[src/rtl/unified_mem_arbiter.sv]
// Arbiter sharing one unified memory port between fetch (I) and memory stage (D).
// Ports: i_* fetch port, d_* data port, mem_* memory side, busy while ACCESS/RESP.
//
// Purpose:
//   Grants one requester at a time, latches its request, holds the memory for
//   MEM_LAT cycles, then pulses the owner's ready for one cycle with read data.
//   D wins ties unless it has already won MAX_DSTREAK grants in a row while I
//   was waiting, in which case I is forced ahead.
//
// Port summary:
//   clk, rst          clock, synchronous active-high reset
//   i_req/i_addr      fetch request (read only)
//   i_ready/i_rdata   fetch completion pulse and held fetched word
//   d_req/d_wr/d_addr/d_wdata  data request (load or store)
//   d_ready/d_rdata   data completion pulse and held load word
//   mem_enable/mem_wr/mem_addr/mem_wdata/mem_rdata  unified memory port
//   busy              high while an access or response is in progress
module unified_mem_arbiter #(
    parameter int ADDR_WIDTH  = 16,
    parameter int MEM_LAT     = 4,
    parameter int MAX_DSTREAK = 3
) (
    input  logic                  clk,
    input  logic                  rst,
    input  logic                  i_req,
    input  logic [ADDR_WIDTH-1:0] i_addr,
    output logic                  i_ready,
    output logic [15:0]           i_rdata,
    input  logic                  d_req,
    input  logic                  d_wr,
    input  logic [ADDR_WIDTH-1:0] d_addr,
    input  logic [15:0]           d_wdata,
    output logic                  d_ready,
    output logic [15:0]           d_rdata,
    output logic                  mem_enable,
    output logic                  mem_wr,
    output logic [ADDR_WIDTH-1:0] mem_addr,
    output logic [15:0]           mem_wdata,
    input  logic [15:0]           mem_rdata,
    output logic                  busy
);

    localparam int CNT_W = (MEM_LAT > 1) ? $clog2(MEM_LAT) : 1;
    localparam int STK_W = $clog2(MAX_DSTREAK + 1);
    localparam logic [CNT_W-1:0] CNT_INIT = CNT_W'(MEM_LAT - 1);
    localparam logic [STK_W-1:0] STK_MAX  = STK_W'(MAX_DSTREAK);

    typedef enum logic [1:0] {
        S_IDLE,
        S_ACCESS,
        S_RESP
    } state_t;

    state_t                state_q, state_d;
    logic [CNT_W-1:0]      cnt_q, cnt_d;
    logic [STK_W-1:0]      dstreak_q, dstreak_d;
    logic                  owner_d_q, owner_d_d;
    logic                  wr_q, wr_d;
    logic [ADDR_WIDTH-1:0] addr_q, addr_d;
    logic [15:0]           wdata_q, wdata_d;

    logic                  i_ready_q, i_ready_d;
    logic [15:0]           i_rdata_q, i_rdata_d;
    logic                  d_ready_q, d_ready_d;
    logic [15:0]           d_rdata_q, d_rdata_d;
    logic                  mem_enable_q, mem_enable_d;
    logic                  mem_wr_q, mem_wr_d;
    logic [ADDR_WIDTH-1:0] mem_addr_q, mem_addr_d;
    logic [15:0]           mem_wdata_q, mem_wdata_d;
    logic                  busy_q, busy_d;

    logic                  grant_i;

    always_comb begin
        state_d     = state_q;
        cnt_d       = cnt_q;
        dstreak_d   = dstreak_q;
        owner_d_d   = owner_d_q;
        wr_d        = wr_q;
        addr_d      = addr_q;
        wdata_d     = wdata_q;
        i_rdata_d   = i_rdata_q;
        d_rdata_d   = d_rdata_q;
        i_ready_d   = 1'b0;
        d_ready_d   = 1'b0;
        mem_enable_d = 1'b0;
        mem_wr_d    = 1'b0;
        mem_addr_d  = '0;
        mem_wdata_d = '0;
        grant_i     = 1'b0;

        unique case (state_q)
            S_IDLE: begin
                if (i_req || d_req) begin
                    // D is preferred unless I has been passed over too often.
                    grant_i = i_req && (!d_req || dstreak_q == STK_MAX);
                    cnt_d   = CNT_INIT;
                    state_d = S_ACCESS;
                    if (grant_i) begin
                        owner_d_d = 1'b0;
                        wr_d      = 1'b0;
                        addr_d    = i_addr;
                        wdata_d   = '0;
                        dstreak_d = '0;
                    end else begin
                        owner_d_d = 1'b1;
                        wr_d      = d_wr;
                        addr_d    = d_addr;
                        wdata_d   = d_wr ? d_wdata : 16'h0000;
                        if (!i_req) begin
                            dstreak_d = '0;
                        end else if (dstreak_q != STK_MAX) begin
                            dstreak_d = dstreak_q + 1'b1;
                        end
                    end
                end
            end
            S_ACCESS: begin
                if (cnt_q == '0) begin
                    // Last memory cycle: read data is valid now.
                    if (!wr_q) begin
                        if (owner_d_q) d_rdata_d = mem_rdata;
                        else           i_rdata_d = mem_rdata;
                    end
                    i_ready_d = !owner_d_q;
                    d_ready_d = owner_d_q;
                    state_d   = S_RESP;
                end else begin
                    cnt_d = cnt_q - 1'b1;
                end
            end
            S_RESP: begin
                state_d = S_IDLE;
            end
            default: begin
                state_d = S_IDLE;
            end
        endcase

        // Memory outputs are registered, so derive them from the next state.
        busy_d = (state_d != S_IDLE);
        if (state_d == S_ACCESS) begin
            mem_enable_d = 1'b1;
            mem_addr_d   = addr_d;
            mem_wdata_d  = wr_d ? wdata_d : 16'h0000;
            mem_wr_d     = wr_d && (cnt_d == '0);
        end
    end

    always_ff @(posedge clk) begin
        if (rst) begin
            state_q      <= S_IDLE;
            cnt_q        <= '0;
            dstreak_q    <= '0;
            owner_d_q    <= 1'b0;
            wr_q         <= 1'b0;
            addr_q       <= '0;
            wdata_q      <= '0;
            i_ready_q    <= 1'b0;
            i_rdata_q    <= '0;
            d_ready_q    <= 1'b0;
            d_rdata_q    <= '0;
            mem_enable_q <= 1'b0;
            mem_wr_q     <= 1'b0;
            mem_addr_q   <= '0;
            mem_wdata_q  <= '0;
            busy_q       <= 1'b0;
        end else begin
            state_q      <= state_d;
            cnt_q        <= cnt_d;
            dstreak_q    <= dstreak_d;
            owner_d_q    <= owner_d_d;
            wr_q         <= wr_d;
            addr_q       <= addr_d;
            wdata_q      <= wdata_d;
            i_ready_q    <= i_ready_d;
            i_rdata_q    <= i_rdata_d;
            d_ready_q    <= d_ready_d;
            d_rdata_q    <= d_rdata_d;
            mem_enable_q <= mem_enable_d;
            mem_wr_q     <= mem_wr_d;
            mem_addr_q   <= mem_addr_d;
            mem_wdata_q  <= mem_wdata_d;
            busy_q       <= busy_d;
        end
    end

    assign i_ready    = i_ready_q;
    assign i_rdata    = i_rdata_q;
    assign d_ready    = d_ready_q;
    assign d_rdata    = d_rdata_q;
    assign mem_enable = mem_enable_q;
    assign mem_wr     = mem_wr_q;
    assign mem_addr   = mem_addr_q;
    assign mem_wdata  = mem_wdata_q;
    assign busy       = busy_q;

endmodule

[config.mk]
export PLATFORM = sky130hd
export DESIGN_NAME = unified_mem_arbiter
export DESIGN_NICKNAME = d
export VERILOG_FILES = /design/src/rtl/unified_mem_arbiter.sv
export SDC_FILE = /design/constraint.sdc
export NUM_CORES = 1
export LEC_CHECK = 0
export BUFFER_PORTS_ARGS = -buffer_cell sky130_fd_sc_hd__buf_4
export CORE_MARGIN = 5
export CORE_UTILIZATION = 44
export DETAILED_ROUTE_END_ITERATION = 10
export PLACE_DENSITY_LB_ADDON = 0.05
export SLEW_MARGIN = 20
export SYNTH_ARGS = -nofsm -noshare
export SYNTH_HDL_FRONTEND = slang
export SYNTH_SLANG_ARGS = --single-unit
[constraint.sdc]
create_clock -name clk -period 2 [get_ports clk]
set_clock_uncertainty 0.15 [all_clocks]
set_input_delay 0.2 -clock clk [delete_from_list [all_inputs] [get_ports clk]]
set_output_delay 0.2 -clock clk [all_outputs]
set_load 0.005 [all_outputs]
==> metrics.yaml <==
run_status:
  outcome: "finished clean"
cts:
  cts_made_buffers: 9
  cts_tree: "built"
  clock_path_buffers: 2
  ctsHtreeMaxLevel: 3
  cts_root_buffer: "clkbuf_8"
  cts.sinks: 109
  clk_pin_slew_ns: 0.10
  clk_latency_ns: 0.37
flow_run:
  drv_cap: 0
place:
  portBuffers: 137
  hpwl_mm: 6.90
  gp_congestion: 0.803
  place_area_um2: 5130
power_and_ir_drop:
  p_comb_share_pct: 21.0
  seqPwrFrac_pct: 48.9
  p_sw_share_pct: 27.4
  p_switching_uw: 1360
  p_per_area_nw_per_um2: 855
  p_leak_uw: 0.00237
  p_clk_share_pct: 30.1
  vdd_drop_max_uv: 417
  report.power.total_uw: 4970
  power.internal_uw: 3600
sta:
  hold_ws_ns: 0.0230
  min_period_ns: 1.91
  timing.slew.headroom_pct: 67.3
  setup_viol: 0
  period_share_pct: 95.4
  hold_viol: 0
  worstMarginPinSlew_ns: 0.490
  slew_viol_final: 0
  clock.fmax_mhz: 524
finish:
  syn_to_final_growth_pct: 47.0
  layout.nets: 685
  post-route-util_pct: 66.6
  final_layout_size_suffix_gt1_share_pct: 32.9
  fin_area_um2: 5810
  antenna_cells: 0
logic_synthesis:
  synth_area_leaders: "dfxtp_1 (55%), nand2_1 (11%), a21oi_1 (11%), a2111oi_1 (3.3%), a2111oi_0 (2.9%)"
  synth_nets: 516
  yosys_warnings: 0
  synthCells: 446
  synth_area_um2: 3950
  avgSynthCellArea_um2: 8.87
  synth_most_common_cell: "nand2_1"
  synth_top_cell_area_share_pct: 55.2
  ys_ff_latch: 109
  synthArstFlopShare_pct: 0
  ys_types: 34
  netlist_top_cells_count: "nand2_1 (119), dfxtp_1 (109), a21oi_1 (85)"
  ys.flop_type: "dfxtp_1"
  synth_edf_count: 0
  yosysSeqAreaShare_pct: 55.2
  yosys.area.top_type: "dfxtp_1"
floorplanning:
  ios: 138
  die_x_um: 105
  core_um2: 8720
  dieArea_um2: 11000
  die_y_um: 105
  rows: 34
  initial_core_util_pct: 45.3
worst_hold_path:
  hp-class: "input pin to flip-flop"
drt:
  vias: 3638
  drt-initial-drc-count: 182
  firstDrtPassIters: 7
  ant_nets: 0
  drt-total-wl_mm: 10.5
  drc: 0
  wl_per_cell_um: 14.4
  vias_per_cell: 5.00
global_route:
  grt_pass1_wl_mm: 17.4
  grt-ovfl-total: 0
  antenna_found_initial: 0
  track_usage_pct: 18.7
  grt_max_degree: 41
  grt_pass1_vias: 3588
critical_path:
  critPathLaunchType: "flip-flop"
  cp-end-kind: "flip-flop"
  worst_ep_required_time_ns: 2.11
  cp.arrival_ns: 2.02
  cp_max_fo: 34
  critical_path_class: "flip-flop to flip-flop"
==> metal layers <==
metal	GRT usage (%)	vias up	share of wire [%]
met5	0	-	0
met4	4.93	0	0.72
met3	4.87	7	6.2
met2	30.8	109	48
met1	24.4	1662	45
li1	-	1860	-
==> layout make-up <==
cell class / instances / area (um^2)
timing repair buffer: 193 / 1560
inverter: 4 / 15.0
tap: 108 / 135
fill: 720 / 2910
multi-input combinational: 298 / 1690
clock buffer: 9 / 124
clock inverter: 7 / 106
sequential: 109 / 2180
==> worst max-delay path, stage by stage (launching register included) <==
cell	delay (ns)
dfxtp_2	0.36
buf_4	0.15
or2_1	0.26
buf_12	0.19
a2111oi_1	0.39
a2111oi_1	0.11
and2_1	0.20
==> power groups by stage <==
stage	clock (uW)	combinational (uW)	sequential, uW
3_5_place_dp	0	921	2480
4_1_cts	1520	980	2430
3_3_place_gp	0	904	2480
2_1_floorplan	0	479	2480
5_1_grt	1630	1150	2450
6_report	1490	1040	2430
==> metrics by stage <==
| stage | worst slack [ns] | cells | TNS [ns] |
|---|---|---|---|
| 5_1_grt | -0.000416 | 728 | -0.000416 |
| 6_report | 0.0930 | 728 | 0 |
| 3_3_place_gp | -0.0387 | 676 | -0.568 |
| 4_1_cts | 0.0164 | 724 | 0 |
| 3_5_place_dp | -0.143 | 676 | -2.14 |
| 2_1_floorplan | 0.0845 | 446 | 0 |
==> repair_timing <==
item | in CTS | in global routing
gates cloned | 0 | 1
hold buffers | 32 | 0
endpoints found under the setup margin | 17 | 52
gates resized for setup | 1 | 31
pin swaps | 0 | 2
hold endpoints to repair | 64 | 0
buffers inserted | 0 | 3
==> cell families (layout without fill, tap and decap cells) <==
| group | after synthesis | count (layout) | share of synthesized area (%) |
|---|---|---|---|
| flip-flops | 109 | 109 | 55.2 |
| AND/OR/NAND/NOR | 174 | 174 | 19.1 |
| AO/OA/AOI/OAI | 123 | 123 | 20.8 |
| adder cells (fa/ha/maj) | 1 | 1 | 0.316 |
| buffers and inverters | 39 | 213 | 4.65 |
==> cells in the final DEF (no fill, tap or decap), types with 3 or more instances in the layout <==
cell,instances
a2111oi_1,14
a2111oi_2,17
a21oi_1,85
and2_1,17
buf_4,158
clkbuf_8,9
dfxtp_1,108
dlygate4sd3_1,32
inv_1,3
nand2_1,119
nor2_1,22
==> path summary, 6_finish.rpt <==
| kind | end | cells after the start | from | slack, ns |
|---|---|---|---|---|
| worst max register to register | mem_addr[0] | 6 | state_q[0] | 0.09 |
| worst max-delay path | mem_addr[0] | 6 | state_q[0] | 0.09 |
| worst min register to register | d_rdata[1] | 2 | d_rdata[1] | 0.31 |
| worst min-delay path | addr_q[1] | 3 | i_addr[1] | 0.02 |
==> flip-flops by register name, indices dropped and copies added, names as in the netlist <==
register    cells
addr_q         16
d_rdata        16
i_rdata        16
mem_addr       16
mem_wdata      16
wdata_q        16
cnt_q           2
dstreak_q       2
state_q         2
busy            1
d_ready         1
i_ready         1
mem_enable      1
mem_wr          1
owner_d_q       1
wr_q            1
Power figures use the tool's default switching activity.
